## config.mk

```make
export PLATFORM = sky130hd
export DESIGN_NAME = fifo_prog
export DESIGN_NICKNAME = d
export VERILOG_FILES = /design/src/rtl/fifo_pkg.sv /design/src/rtl/fifo_mem.sv /design/src/rtl/fifo_prog.sv
export SDC_FILE = /design/constraint.sdc
export NUM_CORES = 1
export LEC_CHECK = 0
export CELL_PAD_IN_SITES_DETAIL_PLACEMENT = 1
export CELL_PAD_IN_SITES_GLOBAL_PLACEMENT = 2
export CORE_MARGIN = 3
export CORE_UTILIZATION = 51
export CTS_CLUSTER_DIAMETER = 120
export DETAILED_ROUTE_END_ITERATION = 12
export PLACE_DENSITY = 0.82
export SLEW_MARGIN = 10
export SYNTH_ARGS = -nofsm -noshare
export SYNTH_HDL_FRONTEND = slang
export SYNTH_SLANG_ARGS = --single-unit
```

## constraint.sdc

```tcl
create_clock -name clk -period 5.2 [get_ports clk]
set_clock_uncertainty 0.1 [all_clocks]
set_input_delay 0.52 -clock clk [delete_from_list [all_inputs] [get_ports clk]]
set_output_delay 0.52 -clock clk [all_outputs]
set_load 0.1 [all_outputs]
```

## src/rtl/fifo_pkg.sv

```systemverilog
// Shared types and helpers for the programmable-threshold FIFO.
package fifo_pkg;

    // Read-side presentation: first-word-fall-through or registered output stage.
    typedef enum logic {
        FWFT = 1'b0,
        REG  = 1'b1
    } out_mode_e;

    // Number of storage entries for a given address width.
    function automatic int fifo_depth(input int asize);
        return 1 << asize;
    endfunction

endpackage

```

## src/rtl/fifo_mem.sv

```systemverilog
// Simple dual-port storage: synchronous write, combinational read.
// Contents are intentionally not reset.
module fifo_mem
    import fifo_pkg::*;
#(
    parameter int DSIZE = 16,
    parameter int ASIZE = 4
) (
    input  logic             clk,
    input  logic             we,
    input  logic [ASIZE-1:0] waddr,
    input  logic [DSIZE-1:0] wdata,
    input  logic [ASIZE-1:0] raddr,
    output logic [DSIZE-1:0] rdata
);

    localparam int DEPTH = fifo_depth(ASIZE);

    logic [DSIZE-1:0] mem [DEPTH];

    // Write port: one entry per cycle when enabled.
    always_ff @(posedge clk) begin
        if (we) begin
            mem[waddr] <= wdata;
        end
    end

    assign rdata = mem[raddr];

endmodule

```

## src/rtl/fifo_prog.sv

```systemverilog
// Synchronous FIFO with programmable almost-full / almost-empty thresholds,
// selectable FWFT or registered read output, and synchronous flush.
// Optional feature: define FIFO_PROG_ERR_EN to add the sticky ovf_o port.
module fifo_prog
    import fifo_pkg::*;
#(
    parameter int DSIZE   = 16,
    parameter int ASIZE   = 4,
    parameter int OUT_REG = 0
) (
    input  logic             clk,
    input  logic             rst,
    input  logic             flush_i,
    input  logic             wr_valid_i,
    input  logic [DSIZE-1:0] wr_data_i,
    output logic             wr_ready_o,
    output logic             rd_valid_o,
    output logic [DSIZE-1:0] rd_data_o,
    input  logic             rd_ready_i,
    input  logic [ASIZE:0]   af_thresh_i,
    input  logic [ASIZE:0]   ae_thresh_i,
    output logic             almost_full_o,
    output logic             almost_empty_o,
    output logic [ASIZE:0]   level_o
`ifdef FIFO_PROG_ERR_EN
    ,
    output logic             ovf_o
`endif
);

    localparam int             DEPTH    = fifo_depth(ASIZE);
    localparam out_mode_e      MODE     = (OUT_REG != 0) ? REG : FWFT;
    localparam logic [ASIZE:0] FULL_LVL = (ASIZE+1)'(DEPTH);
    localparam logic [ASIZE:0] LVL_ONE  = (ASIZE+1)'(1);
    localparam logic [ASIZE-1:0] PTR_ONE = ASIZE'(1);

    logic [ASIZE-1:0] wptr;
    logic [ASIZE-1:0] rptr;
    logic [ASIZE:0]   level;
    logic             push;
    logic             pop;
    logic             rd_adv;      // advance read pointer (memory entry consumed)
    logic [DSIZE-1:0] mem_rdata;

    // Level counts everything held, including an occupied output stage,
    // so wr_ready depends on flops only and never on rd_ready_i.
    assign wr_ready_o = (level < FULL_LVL);
    assign push       = wr_valid_i && wr_ready_o;
    assign pop        = rd_valid_o && rd_ready_i;
    assign level_o    = level;

    assign almost_full_o  = (level >= af_thresh_i);
    assign almost_empty_o = (level <= ae_thresh_i);

    fifo_mem #(
        .DSIZE (DSIZE),
        .ASIZE (ASIZE)
    ) u_mem (
        .clk   (clk),
        .we    (push && !flush_i),
        .waddr (wptr),
        .wdata (wr_data_i),
        .raddr (rptr),
        .rdata (mem_rdata)
    );

    // Pointer update; flush wins over any same-cycle push or pop.
    always_ff @(posedge clk or posedge rst) begin
        if (rst) begin
            wptr <= '0;
            rptr <= '0;
        end else if (flush_i) begin
            wptr <= '0;
            rptr <= '0;
        end else begin
            if (push)   wptr <= wptr + PTR_ONE;
            if (rd_adv) rptr <= rptr + PTR_ONE;
        end
    end

    // Occupancy: +1 push only, -1 pop only, unchanged when both or neither.
    always_ff @(posedge clk or posedge rst) begin
        if (rst) begin
            level <= '0;
        end else if (flush_i) begin
            level <= '0;
        end else begin
            case ({push, pop})
                2'b10:   level <= level + LVL_ONE;
                2'b01:   level <= level - LVL_ONE;
                default: level <= level;
            endcase
        end
    end

    generate
        if (MODE == FWFT) begin : g_fwft
            // Head of the memory is presented directly; data forced to zero
            // when empty so reset/flush leave a clean bus.
            assign rd_valid_o = (level != '0);
            assign rd_data_o  = rd_valid_o ? mem_rdata : '0;
            assign rd_adv     = pop;
        end else begin : g_reg
            logic             out_vld;
            logic [DSIZE-1:0] out_data;
            logic [ASIZE:0]   mem_cnt;
            logic             load;

            // Entries still in memory, i.e. not yet moved to the output stage.
            assign mem_cnt = level - {{ASIZE{1'b0}}, out_vld};
            // Refill the stage whenever it is empty or being drained this
            // cycle; this keeps back-to-back pops bubble-free.
            assign load    = (mem_cnt != '0) && (!out_vld || pop);
            assign rd_adv  = load;

            // Registered output stage.
            always_ff @(posedge clk or posedge rst) begin
                if (rst) begin
                    out_vld  <= 1'b0;
                    out_data <= '0;
                end else if (flush_i) begin
                    out_vld  <= 1'b0;
                end else if (load) begin
                    out_vld  <= 1'b1;
                    out_data <= mem_rdata;
                end else if (pop) begin
                    out_vld  <= 1'b0;
                end
            end

            assign rd_valid_o = out_vld;
            assign rd_data_o  = out_data;
        end
    endgenerate

`ifdef FIFO_PROG_ERR_EN
    // Sticky overflow: a write attempted while full; cleared by flush or reset.
    always_ff @(posedge clk or posedge rst) begin
        if (rst) begin
            ovf_o <= 1'b0;
        end else if (flush_i) begin
            ovf_o <= 1'b0;
        end else if (wr_valid_i && !wr_ready_o) begin
            ovf_o <= 1'b1;
        end
    end
`endif

endmodule

```

==> results of run 1 <==
[layout by cell type (no fill, tap or decap), types with 2 or more instances in the layout]
cell type	n
sky130_fd_sc_hd__buf_4	18
sky130_fd_sc_hd__clkinv_2	2
sky130_fd_sc_hd__a2111oi_0	2
sky130_fd_sc_hd__nand2b_1	2
sky130_fd_sc_hd__clkbuf_16	29
sky130_fd_sc_hd__clkinv_1	8
sky130_fd_sc_hd__nor2b_1	3
sky130_fd_sc_hd__or3_1	2
sky130_fd_sc_hd__mux2i_1	2
sky130_fd_sc_hd__a21o_1	6
sky130_fd_sc_hd__edfxtp_1	256
sky130_fd_sc_hd__bufinv_16	4
sky130_fd_sc_hd__mux4_2	80
sky130_fd_sc_hd__o21a_1	3
sky130_fd_sc_hd__ha_1	17
sky130_fd_sc_hd__buf_12	2
sky130_fd_sc_hd__clkdlybuf4s50_1	55
sky130_fd_sc_hd__inv_1	13
sky130_fd_sc_hd__nor2_1	27
sky130_fd_sc_hd__clkbuf_1	7
sky130_fd_sc_hd__dfrtp_1	11
sky130_fd_sc_hd__nor3_1	2
sky130_fd_sc_hd__xnor2_1	4
sky130_fd_sc_hd__a21oi_1	4
sky130_fd_sc_hd__o211ai_1	2
sky130_fd_sc_hd__and2_1	16
sky130_fd_sc_hd__nand2_1	12
sky130_fd_sc_hd__nand3_1	4
sky130_fd_sc_hd__xor2_1	5
[per-stage QoR]
step / power [uW] / utilization [%]
after floorplan: 4250 / -
after global placement: 4710 / 57.3
after detailed placement: 4750 / 57.3
after CTS: 6750 / 61.8
after global routing: 6940 / 61.8
final: 6670 / 61.8
[power breakdown]
group | total, uW | internal, uW | switching, uW
logic | 2150 | 761 | 1380
registers | 2530 | 2410 | 125
clock network | 1990 | 1210 | 775
total | 6670 | 4390 | 2280
[cells by family after synthesis]
logic type | synth area share, %
XOR/XNOR | 0.724
buffers and inverters | 1.71
flip-flops | 73.6
AND/OR/NAND/NOR | 3.45
multiplexers | 16.9
adder cells (fa/ha/maj) | 1.95
AO/OA/AOI/OAI | 1.63
[state kept, by name (all words and copies together) (netlist names)]
register   count
level_o        5
rptr           4
u_mem.mem    256
wptr           4
[how the worst max path moves through the flow]
stage	slack, ps	startpoint	to
2_1_floorplan	1000	level_o[4]$_DFFE_PP0P_	rd_data_o[10]
3_3_place_gp	1170	rptr[0]$_DFFE_PP0P_	rd_data_o[11]
3_5_place_dp	1140	rptr[0]$_DFFE_PP0P_	rd_data_o[10]
4_1_cts	550	rptr[0]$_DFFE_PP0P_	rd_data_o[11]
5_1_grt	430	rptr[0]$_DFFE_PP0P_	rd_data_o[10]
6_report	630	rptr[0]$_DFFE_PP0P_	rd_data_o[11]
[metal layers]
layer	track usage, %	part of all wire (%)	vias up
li1	-	-	2284
met3	3.73	6.3	25
met4	3.47	1.3	0
met2	36.9	53	162
met1	28.3	39	2784
met5	0	0	-
[cell type report]
type,instances,area (um2),share of cell area (%)
Sequential cell,269,8020,62.9
Multi-Input combinational cell,210,2690,21.1
Clock buffer,36,752,5.90
Inverter,14,52.6,0.412
Timing Repair Buffer,75,726,5.69
Tap cell,270,338,2.65
Clock inverter,16,176,1.38
[critical path: stages, from the launching register on]
cell and delay, ps:
sky130_fd_sc_hd__dfrtp_4 820, sky130_fd_sc_hd__buf_4 410, sky130_fd_sc_hd__mux4_2 560, sky130_fd_sc_hd__mux4_2 460, sky130_fd_sc_hd__and2_1 170, sky130_fd_sc_hd__clkdlybuf4s50_1 970
==> run summary, run 1 <==
Summed over its instances, the top area cell type makes up 70.6% of the synthesized netlist area. The shortest clock period the worst path allows after layout is 4570 ps, and the average via count per standard cell is 5.90. The portion of the clock cycle consumed by the worst path in the final layout is 87.8%, and the count of boundary I/O pins is 56. In this run the worst hold path is classified as input port to asynchronous set/reset pin.

Summing all non-filler instances in the final layout gives an area of 0.0128 mm2. The type of destination of the critical path is a primary output. The largest net degree at the start of global routing came out at 46.

The tools report the post-CTS resize count as 0. The setup check on the worst reg-to-reg path leaves a slack of 2030 ps. For the worst setup path, the data arrival time is 3950 ps.

The cell with the most instances after synthesis is sky130_fd_sc_hd__edfxtp_1. The layout has 1680 filler cells. 0 antenna diodes ended up in the layout. The number of nets in the finished design was 646; the post-layout worst setup margin was 635 ps.

The area enclosed by the die boundary was 0.0231 mm2; the number of input and output port buffers inserted was 55. The tree is rooted in a sky130_fd_sc_hd__clkbuf_16. The tools report the net count of the mapped netlist as 565. The HPWL after detailed placement is 13300 um. After detailed placement, the total cell area comes to 0.0118 mm2.

The die is 152 um tall. The detailed router finished its first iteration with 406 violations. A synthesized cell averages 21.1 um2.

Of the synthesized area, sequential elements account for 73.6%. The number of distinct library cells after synthesis was 43. Of all flip-flops after synthesis, the portion carrying an async set or reset was 4.83%. The critical register-to-register path endpoint was level_o[4]$_DFFE_PP0P_. Setup repair after global routing left no endpoint under its margin. For the number of cells in the finished layout apart from fillers, the log shows 890. For this design the static power due to leakage is 0.00414 uW.

The die outline width works out to 152 um. After detailed routing, the number of remaining DRC violations is 0. Routability-driven placement finished with a final weighted congestion of 0.734.

By area the synthesized netlist is led by sky130_fd_sc_hd__edfxtp_1 71%, sky130_fd_sc_hd__mux4_2 17%, sky130_fd_sc_hd__dfrtp_1 3.0%. Across all layers, the routed design uses 5255 vias. The areal power density over the cells was 523 mW/mm2; the worst path required time was 4580 ps.

The clock-pin slew of the registers on the worst-case setup and hold paths is 60 ps, and the total number of yosys warnings is 0. The final sum of negative setup slack was 0 ps; the effective utilization at floorplan was 52.8%. Nature of the critical path startpoint: a flip-flop. Along the worst path, the maximum fanout reaches 30. Setup violations remaining at the end of the flow were counted as 0. The run finished with clean final reports.

The register bit total from synthesis was 269; the count of pins over their slew limit was 0. The logs give 0 for the count of endpoints failing hold in the final timing report and 21.0% for the total routing resource utilization after global routing. The first detailed-routing pass took 4 iterations. In this run, CTS created clock tree buffers numbering 28.

The minimum setup slack after placement came out at 1140 ps. The CTS H-tree depth came out at 1. The maximum clock frequency is 219 MHz, and the post-synthesis instance area is 0.0109 mm2. The wire length reported by the detailed router is 23900 um.

The type of the worst setup path was flip-flop to primary output. In this run the post-CTS setup repair buffer count came out at 0. Dividing the detail-routed wire length by the instance count gives 26.8 um. No sink is reached through more buffers than the 3 on the longest clock path. Clock tree synthesis found a total of 269 sinks.

In this run the core area contains 52 standard-cell rows. The run gives 0 as the number of antenna violations at the first check in global routing. The wire length of the first global-routing pass was 36600 um; the hold slack was 242 ps. The instance count after placement with tap cells included was 838. The cell type contributing the most total cell area after synthesis is sky130_fd_sc_hd__edfxtp_1. The startpoint identified for the worst register-to-register timing path is level_o[1]$_DFFE_PP0P_. In the synthesized netlist the dominant register cell turns out to be sky130_fd_sc_hd__edfxtp_1. Clock latency on the worst-skew pair, taken at its later pin, is 520 ps. Share of post-route cells with drive strength above 1: 23.1%. The number of cells on the worst reg-to-reg path is 8. Relative to the synthesized area, the layout overhead comes to 17.1%. The relative max-transition margin is 28.8%. TritonCTS built the clock tree. The cell count after synthesis came out at 517. The core region is 0.0206 mm2. For the pin with the worst max-slew slack, the measured transition is 1070 ps. Hold repair after CTS inserted 0 buffers. The count of nets left with antenna violations once routing finished came out at 0. Counting instances in the post-synthesis netlist gives the leading cell types as 256 x sky130_fd_sc_hd__edfxtp_1, 80 x sky130_fd_sc_hd__mux4_2, 28 x sky130_fd_sc_hd__nor2_1, 17 x sky130_fd_sc_hd__ha_1, 16 x sky130_fd_sc_hd__and2_1. The tool flagged a number of max-cap violations equal to 0. For this run the aggregate overflow at the end of global routing stands at 0.

Via count of the first global-routing pass: 5719. IR analysis of the VDD net gives a maximum drop of 0.416 mV. In this run, synthesis inferred 256 flip-flops with an integrated enable.
Note: power is estimated with default switching activity, not from simulation.
==> run 2: changes to the inputs <==
clock period = 5.7 ns   (was 5.2 ns; I/O delays follow)
==> run summary, run 2 (synthesized netlist as in run 1, its figures left out) <==
CTS H-tree depth: 1 (unchanged). The wire length reported by the detailed router came out at 23900 um (+0.31%). The worst setup path is of the flip-flop to primary output kind. The number of clock sinks seen by CTS came out at 269 (unchanged). Instance count after placement with tap cells included: 837 (-0.12%). The diode insertion count for antenna repair came out at 0 (unchanged). The run finished with clean final reports. The count of hold buffers inserted by post-cts repair is 0 (unchanged), and the number of maximum-capacitance constraint violations is 0 (unchanged).

The total via count in the routed design was 5322 (+1.3%); the clock-pin slew of the registers on the worst-case setup and hold paths was 60 ps (about the same). The logs give 0 (unchanged) for the final antenna-violating net count and 5 (+1) for the detailed-router iteration count before antenna repair. Tracing the worst setup path back leads to its startpoint at rptr[0]$_DFFE_PP0P_. The tools report the standard-cell row count as 52 (unchanged). Final sum of negative setup slack: 0 ps (unchanged). The die outline width is 152 um (unchanged), and the residual DRC count is 0 (unchanged).

The number of nets in the finished design came out at 643 (-0.46%). For the count of boundary I/O pins, the log shows 56 (unchanged). The type of destination of the critical path is a primary output.

The most common library cell in the layout ignoring fill and taps is sky130_fd_sc_hd__edfxtp_1. The logs give 3 (unchanged) for the maximum clock insertion buffer count and 0 (unchanged) for the number of buffers added for setup after CTS. Counting flops per register, the top entry is u_mem.mem. The sum of overflow across all layers after global routing is 0 (unchanged). The run gives 13200 um (-0.44%) as the sum of net half-perimeters after detailed placement. From synthesis to final layout, the design area changed by 15.9%. Maximum fanout count along the critical path: 41 (+37%). The relative max-transition margin is 20.8% (-8.1 points). The area enclosed by the die boundary came out at 0.0231 mm2 (unchanged). The run gives 218 MHz as the maximum clock frequency. The startpoint identified for the worst register-to-register timing path is level_o[1]$_DFFE_PP0P_.

After layout, the minimum clock period comes to 4580 ps. For the count of endpoints failing hold in the final timing report, the log shows 0 (unchanged). In the layout the commonest cells are 256 x sky130_fd_sc_hd__edfxtp_1, 80 x sky130_fd_sc_hd__mux4_2, 55 x sky130_fd_sc_hd__clkdlybuf4s50_1. The areal power density over the cells is 466 mW/mm2 (-11%), and the count of final setup violators is 0 (unchanged). Highest ir drop seen on vdd: 0.436 mV (+4.8%).

The portion of the clock cycle consumed by the worst path in the final layout was 80.4%. Average via count per standard cell: 6.02 (+2.0%). The worst path required time was 5030 ps (+450 ps); the leakage power figure was 0.00407 uW (-1.6%). TritonCTS built the clock tree.

The tools report the iteration-0 DRC count of the detailed router as 429 (+5.7%). The tools report the storage element area as 0.00802 mm2 (unchanged). The number of flip-flops in the largest register was 256 (unchanged). The latest clock arrival within the worst-skew pair is 520 ps (about the same), and the number of cells in the finished layout apart from fillers is 884 (-0.67%).

The total routing resource utilization after global routing came out at 21.0% (+0.031 points). The tools report the final estimated routing congestion in global placement as 0.740 (+0.86%). The post-CTS resize count was 0 (unchanged); the largest net degree at the start of global routing was 68 (+48%). The count of pins over their slew limit is 0 (unchanged).

The routed wirelength normalized by instance count was 27.1 um (+0.99%). The run gives 36800 um (+0.53%) as the wire length of the first global-routing pass. Setup repair after global routing left no endpoint under its margin. The run gives 26 (-7.1%) as the number of buffers created by CTS. The arrival time of the worst setup path is 3910 ps (-40 ps). Depth of the most critical reg-to-reg path: 8 (unchanged). The actual transition at the worst max-transition pin is 1190 ps (+121 ps), and the share of post-route cells with drive strength above 1 is 22.5% (-0.59 points).

The area used by multi-input combinational logic is 0.00269 mm2 (unchanged). Number of antenna violations at the first check in global routing: 0 (unchanged). The nature of the critical path startpoint is a flip-flop.

The die boundary height came out at 152 um (unchanged). The number of filler cells placed in the layout came out at 1699 (+1.1%). The total power draw was 5880 uW (-12%). For the effective utilization at floorplan, the log shows 52.8% (unchanged). The path class of the tightest hold or removal check is input port to asynchronous set/reset pin.

The placeable core area came out at 0.0206 mm2 (unchanged). The via count of the first global-routing pass came out at 5836 (+2.0%). Library cell used as clock root buffer: sky130_fd_sc_hd__clkbuf_16.

The number of input and output port buffers inserted was 55 (unchanged).
[run 2: changes by cell type in the layout (fill, tap and decap cells not counted)]
cell,before,now
sky130_fd_sc_hd__buf_4,18,17
sky130_fd_sc_hd__bufinv_16,4,2
sky130_fd_sc_hd__clkbuf_16,29,26
sky130_fd_sc_hd__clkinv_1,8,7
sky130_fd_sc_hd__clkinv_2,2,3
sky130_fd_sc_hd__clkinv_4,1,0
sky130_fd_sc_hd__clkinv_8,0,1
[run 2: critical path, cell delays in order, from the launching register on]
cell and delay, ps:
sky130_fd_sc_hd__dfrtp_4 790, sky130_fd_sc_hd__buf_12 390, sky130_fd_sc_hd__mux4_2 560, sky130_fd_sc_hd__mux4_2 490, sky130_fd_sc_hd__and2_1 170, sky130_fd_sc_hd__clkdlybuf4s50_1 970
[run 2: path summary, 6_finish.rpt]
check,slack (ps),to
max in group asynchronous,4810,rptr[0]$_DFFE_PP0P_
min,290,level_o[1]$_DFFE_PP0P_
max reg2reg,2480,level_o[4]$_DFFE_PP0P_
max,1120,rd_data_o[8]
min in group clk,510,wptr[1]$_DFFE_PP0P_
min reg2reg,510,wptr[1]$_DFFE_PP0P_
[run 2: power by group]
group	internal, uW	switching, uW	leakage [uW]	total, uW
Sequential	2200	96.0	0.00248	2290
Combinational	691	1280	0.00120	1970
Clock	929	687	0.000387	1620
Total	3820	2060	0.00407	5880
[run 2: stage by stage]
stage	setup WS (ps)	area (um2)	utilization, %	hold WS (ps)
2_1_floorplan	1450	10900	-	347
3_3_place_gp	1600	11800	57.3	486
3_5_place_dp	1610	11800	57.3	510
4_1_cts	1040	12600	61.2	288
5_1_grt	927	12600	61.2	346
6_report	1120	12600	61.2	287
[run 2: layout make-up]
| cell class | count | area share, % |
|---|---|---|
| Clock inverter | 14 | 0.991 |
| Inverter | 14 | 0.416 |
| Multi-Input combinational cell | 210 | 21.3 |
| Clock buffer | 33 | 5.36 |
| Tap cell | 270 | 2.68 |
| Timing Repair Buffer | 74 | 5.69 |
| Sequential cell | 269 | 63.5 |
[run 2: per-layer routing]
layer	wire length (um)	GRT usage (%)	vias up	share of wire [%]
li1	-	-	2278	-
met3	1180	2.84	13	4.9
met5	0	0	-	0
met1	9880	29.6	2882	41
met2	12700	36.3	149	53
met4	184	3.55	0	0.77
